<file path="src/rtl/rom_read_arbiter.sv">
// Two-port round-robin read arbiter and burst sequencer for a combinational lookup ROM.
// Optional out-of-range beat flagging is enabled by defining ROM_ARB_RANGE_CHECK_EN.
module rom_read_arbiter #(
  parameter int ADDR_WIDTH = 4,
  parameter int DATA_WIDTH = 8,
  parameter int LEN_WIDTH  = 4,
  parameter int ROM_DEPTH  = 6
) (
  input  logic                  clk,
  input  logic                  rst,
  input  logic                  req0_valid,
  output logic                  req0_ready,
  input  logic [ADDR_WIDTH-1:0] req0_addr,
  input  logic [LEN_WIDTH-1:0]  req0_len,
  input  logic                  req1_valid,
  output logic                  req1_ready,
  input  logic [ADDR_WIDTH-1:0] req1_addr,
  input  logic [LEN_WIDTH-1:0]  req1_len,
  output logic                  rsp0_valid,
  input  logic                  rsp0_ready,
  output logic [DATA_WIDTH-1:0] rsp0_data,
  output logic                  rsp0_last,
  output logic                  rsp0_err,
  output logic                  rsp1_valid,
  input  logic                  rsp1_ready,
  output logic [DATA_WIDTH-1:0] rsp1_data,
  output logic                  rsp1_last,
  output logic                  rsp1_err,
  output logic [ADDR_WIDTH-1:0] rom_addr,
  input  logic [DATA_WIDTH-1:0] rom_dout,
  output logic                  busy
);

`ifdef ROM_ARB_RANGE_CHECK_EN
  localparam bit RANGE_CHECK = 1'b1;
`else
  localparam bit RANGE_CHECK = 1'b0;
`endif

  localparam logic [ADDR_WIDTH:0] DEPTH_LIM = ROM_DEPTH[ADDR_WIDTH:0];

  typedef enum logic [1:0] {IDLE, STREAM, DRAIN} state_t;

  state_t                state;
  state_t                state_next;
  logic                  last_grant;
  logic                  owner;
  logic [ADDR_WIDTH-1:0] cur_addr;
  logic [LEN_WIDTH-1:0]  remaining;
  logic                  rsp_valid_int;
  logic [DATA_WIDTH-1:0] rsp_data;
  logic                  rsp_last;
  logic                  rsp_err;

  logic grant_any;
  logic grant_port;
  logic owner_ready;
  logic handshake;
  logic load;
  logic beat_oor;
  logic beat_err;

  // On a tie the port that did not win last time is served.
  assign grant_any   = req0_valid | req1_valid;
  assign grant_port  = (req0_valid & req1_valid) ? ~last_grant : req1_valid;
  assign owner_ready = owner ? rsp1_ready : rsp0_ready;
  assign handshake   = rsp_valid_int & owner_ready;
  assign load        = (state == STREAM) && (!rsp_valid_int || owner_ready);
  assign beat_oor    = ({1'b0, cur_addr} >= DEPTH_LIM);
  assign beat_err    = RANGE_CHECK && beat_oor;

  always_ff @(posedge clk) begin
    if (rst) begin
      state <= IDLE;
    end else begin
      state <= state_next;
    end
  end

  always_comb begin
    state_next = state;
    case (state)
      IDLE:    if (grant_any) state_next = STREAM;
      STREAM:  if (load && (remaining == '0)) state_next = DRAIN;
      DRAIN:   if (handshake) state_next = IDLE;
      default: state_next = IDLE;
    endcase
  end

  always_comb begin
    req0_ready = 1'b0;
    req1_ready = 1'b0;
    busy       = (state != IDLE);
    if ((state == IDLE) && grant_any) begin
      req0_ready = ~grant_port;
      req1_ready = grant_port;
    end
  end

  // A new beat loads whenever the output register is empty or being consumed.
  always_ff @(posedge clk) begin
    if (rst) begin
      last_grant    <= 1'b1;
      owner         <= 1'b0;
      cur_addr      <= '0;
      remaining     <= '0;
      rsp_valid_int <= 1'b0;
      rsp_data      <= '0;
      rsp_last      <= 1'b0;
      rsp_err       <= 1'b0;
    end else begin
      if ((state == IDLE) && grant_any) begin
        last_grant <= grant_port;
        owner      <= grant_port;
        cur_addr   <= grant_port ? req1_addr : req0_addr;
        remaining  <= grant_port ? req1_len : req0_len;
      end
      if (load) begin
        rsp_valid_int <= 1'b1;
        rsp_data      <= beat_err ? '0 : rom_dout;
        rsp_last      <= (remaining == '0);
        rsp_err       <= beat_err;
        cur_addr      <= cur_addr + 1'b1;
        remaining     <= remaining - 1'b1;
      end else if ((state == DRAIN) && handshake) begin
        rsp_valid_int <= 1'b0;
      end
    end
  end

  assign rom_addr   = cur_addr;
  assign rsp0_valid = rsp_valid_int & ~owner;
  assign rsp1_valid = rsp_valid_int & owner;
  assign rsp0_data  = rsp_data;
  assign rsp1_data  = rsp_data;
  assign rsp0_last  = rsp_last;
  assign rsp1_last  = rsp_last;
  assign rsp0_err   = rsp_err;
  assign rsp1_err   = rsp_err;

endmodule

</file>
<file path="config.mk">
export PLATFORM = sky130hd
export DESIGN_NAME = rom_read_arbiter
export DESIGN_NICKNAME = d
export VERILOG_FILES = /design/src/rtl/rom_read_arbiter.sv
export SDC_FILE = /design/constraint.sdc
export NUM_CORES = 1
export LEC_CHECK = 0
export ABC_CLOCK_PERIOD_IN_PS = 3500
export CORE_MARGIN = 5
export CORE_UTILIZATION = 40
export CTS_CLUSTER_DIAMETER = 200
export DETAILED_ROUTE_END_ITERATION = 8
export PLACE_DENSITY = 0.8
export REMOVE_ABC_BUFFERS = 1
export SLEW_MARGIN = 20
export SYNTH_ARGS = -nofsm -noshare
export SYNTH_HDL_FRONTEND = slang
export SYNTH_SLANG_ARGS = --single-unit
</file>
<file path="constraint.sdc">
create_clock -name clk -period 3.5 [get_ports clk]
set_input_delay 0.525 -clock clk [delete_from_list [all_inputs] [get_ports clk]]
set_output_delay 0.525 -clock clk [all_outputs]
set_load 0.03 [all_outputs]
</file>
==> metrics.txt, run 1 <==
outcome=finished, final reports clean; Peak Freq=378.6 MHz; max-cap violations=0; final setup TNS=0 ps; dominant cell type by area after synthesis=dfxtp_1; clk buf depth=2; flop2flop setup slack=1510 ps; maximum number of pins on one net before global-route repair=25; RR Startpoint=owner; post-route minimum period=2641 ps; area used by multi-input combinational logic=643.1 µm²; yosys warns=0; clock buffer count from CTS=3; cells taking the most area after synthesis=dfxtp_1 (36%), buf_4 (7.3%), nand2_1 (6.7%); Worst EP arrival=2120 ps; power per cell area=843.6 mW/mm²; DRC viols=0; CP max stage cell=clkdlybuf4s50_1; full die area=0.004280 mm²; DR iter-0 viols=54; Final ANT Viol Nets=0; I/O Buffers=56; number of global-route vias before repair=1162; worst-path fanout max=7; CP peak stage delay=690 ps; gr usage total=14.63%; Logic pwr share=61.9%; most frequent cells after synthesis=dfxtp_1 (22), nand2_1 (22), a21oi_1 (13), buf_4 (12), nor2_1 (9); Avg WL per Cell=14.12 µm; Total Power=1.475 mW; hold_buf cts=0; Final Core Density=58.21%; number of core rows=20; FF+latch count, synth=22; P_int=0.7810 mW; CP Data Required Time=2970 ps; Pre-antenna DRT Iters=4; reg2reg end=remaining[3]; Final period util=75.47%; Async S/R FF share, synth=0%; CTS H-Tree Depth=1; Register-to-Register Path Depth=4; worst skew pair latency=300 ps; Hold Path Origin=rsp0_last; postcts setup bufs=0; # clock sinks=22; Crit. End Element=primary output; Slew Limit Headroom=37.69%; EDFF count, synth=0; hold path endpoint=rsp0_last; critical path's top delay family=buffers and inverters; initial antenna violation count=0; area of the core=0.003003 mm²; grt ovf=0; Hold Path Stages=2; Resized Gates After CTS=0; fill count=274; most frequent CP cell=clkdlybuf4s50_1; TritonCTS clock tree=yes; worst-path cell chain=clkdlybuf4s50_1 -> nand2b_1 -> nand2_1 -> nor2_1 -> clkdlybuf4s50_1; CP bufs+invs=2; Nets=220; Worst Hold Class=flip-flop to flip-flop; DRT Wirelength=3093 µm; chip height=65.42 µm; Flop pwr share=28.7%; total number of vias=1170; cell at the root of the clock tree=clkbuf_4; Setup Viol. Count Final=0; Netlist cell types=39; top cell type's share of synthesized area=35.85%; synthesis-to-finish area growth=42.26%; I/O pin count=59; Sequential Area=440.4 µm²; clock share of power=9.4%; final hold vios=0; clock slew at reported path FFs=120 ps; GPL Wtd Cong=0.7951; average cell area after synthesis=8.592 µm²; HPWL after DPL=2340 µm; Synth Area in Compound Gates=26.48%; crit path kind=input port to primary output; Antenna Cells=0; vias per cell=5.342; Synth Area in XOR/XNOR=0%; dpl ws=870.4 ps; Syn Std Cell Area=0.001229 mm²; dominant synthesized flop cell=dfxtp_1; post-synthesis mux area share=6.212%; ratio of cells with drive above 1 in the final layout=7.527%; first-pass GRT wire length=5064 µm; total net switching power=0.6935 mW; slew at the pin closest to its max-slew limit=931.8 ps; startpoint types=input port; Slew Viols, Final=0; main combinational cell family by area after synthesis=compound AO/OA/AOI/OAI gates; post-synthesis instance total=143; sequential area share after synthesis=35.85%; Chip Width=65.42 µm; Pleak=0.6432 nW; Sw Share=47.03%; clock skew=2.923 ps; Initial Utilization=40.92%; RSZ-0062 raised after global routing=no; setup ws final=858.7 ps; Peak VDD IR=352.3 µV; Synth Area in Simple Gates=15.99%; post-synthesis adder-cell area fraction=3.055%
## power groups by stage
stage	clock network, mW	logic, mW	registers [mW]
final	0.139	0.913	0.423
after floorplan	0	0.444	0.563
after CTS	0.145	0.925	0.423
after global placement	0	0.892	0.424
after detailed placement	0	0.924	0.429
after global routing	0.154	0.990	0.438
## how the worst max path moves through the flow
stage,slack [ps],endpoint,startpoint,cells past startpoint
final,860,req0_ready,req1_valid,5
after global placement,910,req0_ready,req1_valid,5
after CTS,870,req0_ready,req1_valid,5
after global routing,800,req0_ready,req1_valid,5
after detailed placement,870,req0_ready,req1_valid,5
after floorplan,1670,remaining[3],rsp0_ready,4
## metrics by stage
stage,hold slack (ps),cells,instance area [µm²]
after detailed placement,459.2,215,1712
after CTS,476.7,219,1748
after floorplan,455.1,126,1110
after global placement,455.5,215,1712
final,472.8,219,1748
after global routing,502.0,219,1748
## registers in the layout, indices dropped and copies added, names as in the netlist
signal         cells
rsp_valid_int      1
owner              1
rom_addr           4
rsp0_last          1
state              2
remaining          4
last_grant         1
rsp0_data          8
## worst min-delay path, stage by stage (launching register included)
cell and delay, ps:
dfxtp_1 340, nand2_1 50, a21oi_1 50
## kinds of logic (layout without fill, tap and decap cells)
group / after synthesis / in the layout
other: 1 / 2
DFF: 22 / 22
muxes: 7 / 7
AOI/OAI and AO/OA: 41 / 41
and+or+nand+nor: 44 / 44
adders and majority gates: 3 / 3
buffers and inverters: 25 / 67
## cell usage in the layout, fill, tap and decap left out, types with 4 or more instances in the layout
| cell type | count |
|---|---|
| a21oi_1 | 13 |
| a221oi_1 | 5 |
| clkdlybuf4s50_1 | 56 |
| dfxtp_1 | 22 |
| inv_1 | 7 |
| mux2i_1 | 4 |
| nand2_1 | 22 |
| nand2b_1 | 4 |
| nor2_1 | 9 |
## final cells by class
type / count / share of cell area, %
clock buffer: 4 / 2.076
timing repair buffer: 56 / 32.07
tap: 33 / 2.362
sequential: 22 / 25.20
inverter: 7 / 1.503
multi-input combinational: 97 / 36.79
## metal layers
metal  global-route usage (%)  routed length, µm  up-vias  part of all wire (%)
met5                        0                  0        -                     0
met1                    16.88               1277      542                    41
met2                    27.05               1605       41                    52
li1                         -                  -      583                     -
met3                    1.880                161        4                   5.2
met4                    5.699                 49        0                   1.6
Note: power is estimated with default switching activity, not from simulation.
==> run 2, diff against run 1 <==
ABC_CLOCK_PERIOD_IN_PS = 2200   (was 3500)
CORE_UTILIZATION = 36   (was 40)
PLACE_DENSITY = 0.76   (was 0.8)
clock period = 2.2 ns   (was 3.5 ns; I/O delays follow)
==> run 2 against run 1 <==
Design area up 4.7%. Global-route usage down 0.44 points. Die area up 9.4%. Power up 69%. Largest power group unchanged.
==> metrics.txt, run 2 (same netlist as run 1, synthesis figures left out) <==
Avg WL per Cell=13.47 µm; full die area=0.004681 mm²; worst-path fanout max=7; Final period util=93.04%; TritonCTS clock tree=yes; Pre-antenna DRT Iters=4; clk buf depth=2; RSZ-0062 raised after global routing=no; Worst Hold Class=flip-flop to flip-flop; Setup Viol. Count Final=0; clock skew=0.8539 ps; Final ANT Viol Nets=0; CP Data Required Time=1870 ps; first-pass GRT wire length=5126 µm; global route hottest layer=met2; WHS=473.9 ps; # clock sinks=22; outcome=finished, final reports clean; CTS H-Tree Depth=1; power per cell area=1359 mW/mm²; commonest non-fill, non-tap cell in the layout=clkdlybuf4s50_1; final setup TNS=0 ps; slew at the pin closest to its max-slew limit=656.7 ps; initial antenna violation count=0; crit path kind=flip-flop to primary output; Worst EP arrival=1720 ps; vias per cell=5.004; met3 GRT Util=2.791%; I/O pin count=59; clock buffer count from CTS=3; Pleak=0.6896 nW; DR iter-0 viols=18; number of global-route vias before repair=1224; grt ovf=0; I/O Buffers=56; synthesis-to-finish area growth=48.88%; gr usage total=14.19%; postcts setup bufs=0; DRT Wirelength=3220 µm; ratio of cells with drive above 1 in the final layout=11.40%; Crit. End Element=primary output; Antenna Cells=0; DRC viols=0; setup ws final=153.0 ps; met1 Use GR=15.88%; max-cap violations=0; Initial Utilization=37.11%; Total Power=2.486 mW; chip height=68.42 µm; Peak VDD IR=488.3 µV; Final Core Density=55.25%; startpoint types=flip-flop; met2 Usage GRT=26.94%; final hold vios=0; total number of vias=1196; worst skew pair latency=310 ps; cell at the root of the clock tree=clkbuf_4; maximum number of pins on one net before global-route repair=18; Chip Width=68.42 µm; Slew Limit Headroom=56.08%; cell count after placement=235; area of the core=0.003311 mm²; dpl ws=109.1 ps; clock slew at reported path FFs=120 ps; dpl cell area=0.001778 mm²; fin cells=239; max reg flops=8; number of core rows=21; Slew Viols, Final=0; Nets=227; post-route cell area=0.001829 mm²; Peak Freq=488.5 MHz; GPL Wtd Cong=0.7974; post-route minimum period=2047 ps; most frequent cells in the layout=clkdlybuf4s50_1 (54), nand2_1 (22), dfxtp_1 (22); HPWL after DPL=2547 µm
==> run 2: cell count changes in the layout (fill, tap and decap cells not counted), sizes merged <==
cell,before,now
buf,0,8
clkdlybuf4s50,56,54
bufinv,0,1
clkbuf,4,3
dlygate4sd2,0,1
==> run 2: layout make-up <==
class / instances / area, µm²
fillers: 332 / 1481
multi-input cells: 97 / 643.1
repair buffers: 63 / 609.3
flip-flops and latches: 22 / 440.4
well taps: 46 / 57.56
clock inverters: 1 / 30.03
inverters: 7 / 26.28
clock buffers: 3 / 22.52
==> run 2: per-layer routing <==
| metal | share of wire (%) | vias to the layer above | wire [µm] |
|---|---|---|---|
| met5 | 0 | - | 0 |
| met4 | 0.93 | 0 | 30 |
| li1 | - | 595 | - |
| met3 | 4.9 | 4 | 158 |
| met2 | 53 | 36 | 1706 |
| met1 | 41 | 561 | 1325 |
==> run 2: worst paths after layout <==
kind | from | slack, ps | to | cells past startpoint
worst max-delay path | state[0] | 150 | busy | 3
worst min-delay path | rsp0_data[7] | 470 | rsp0_data[7] | 2
worst max register to register | owner | 570 | remaining[3] | 4
worst min register to register | rsp0_data[7] | 470 | rsp0_data[7] | 2
==> run 2: what timing repair did <==
action | CTS | global route
gates resized for setup | 1 | 0
hold buffers | 0 | 0
endpoints found under the setup margin | 1 | 0
==> run 2: power breakdown <==
part | total [mW] | leakage [nW] | switching, mW | internal (mW)
combinational | 1.50 | 0.480 | 0.863 | 0.634
clock | 0.310 | 0.0279 | 0.126 | 0.184
sequential | 0.678 | 0.181 | 0.134 | 0.545
==> run 2: worst max-delay path, stage by stage (launching register included) <==
cell	delay [ps]
dfxtp_1	420
nor2_2	100
inv_1	180
clkdlybuf4s50_1	710
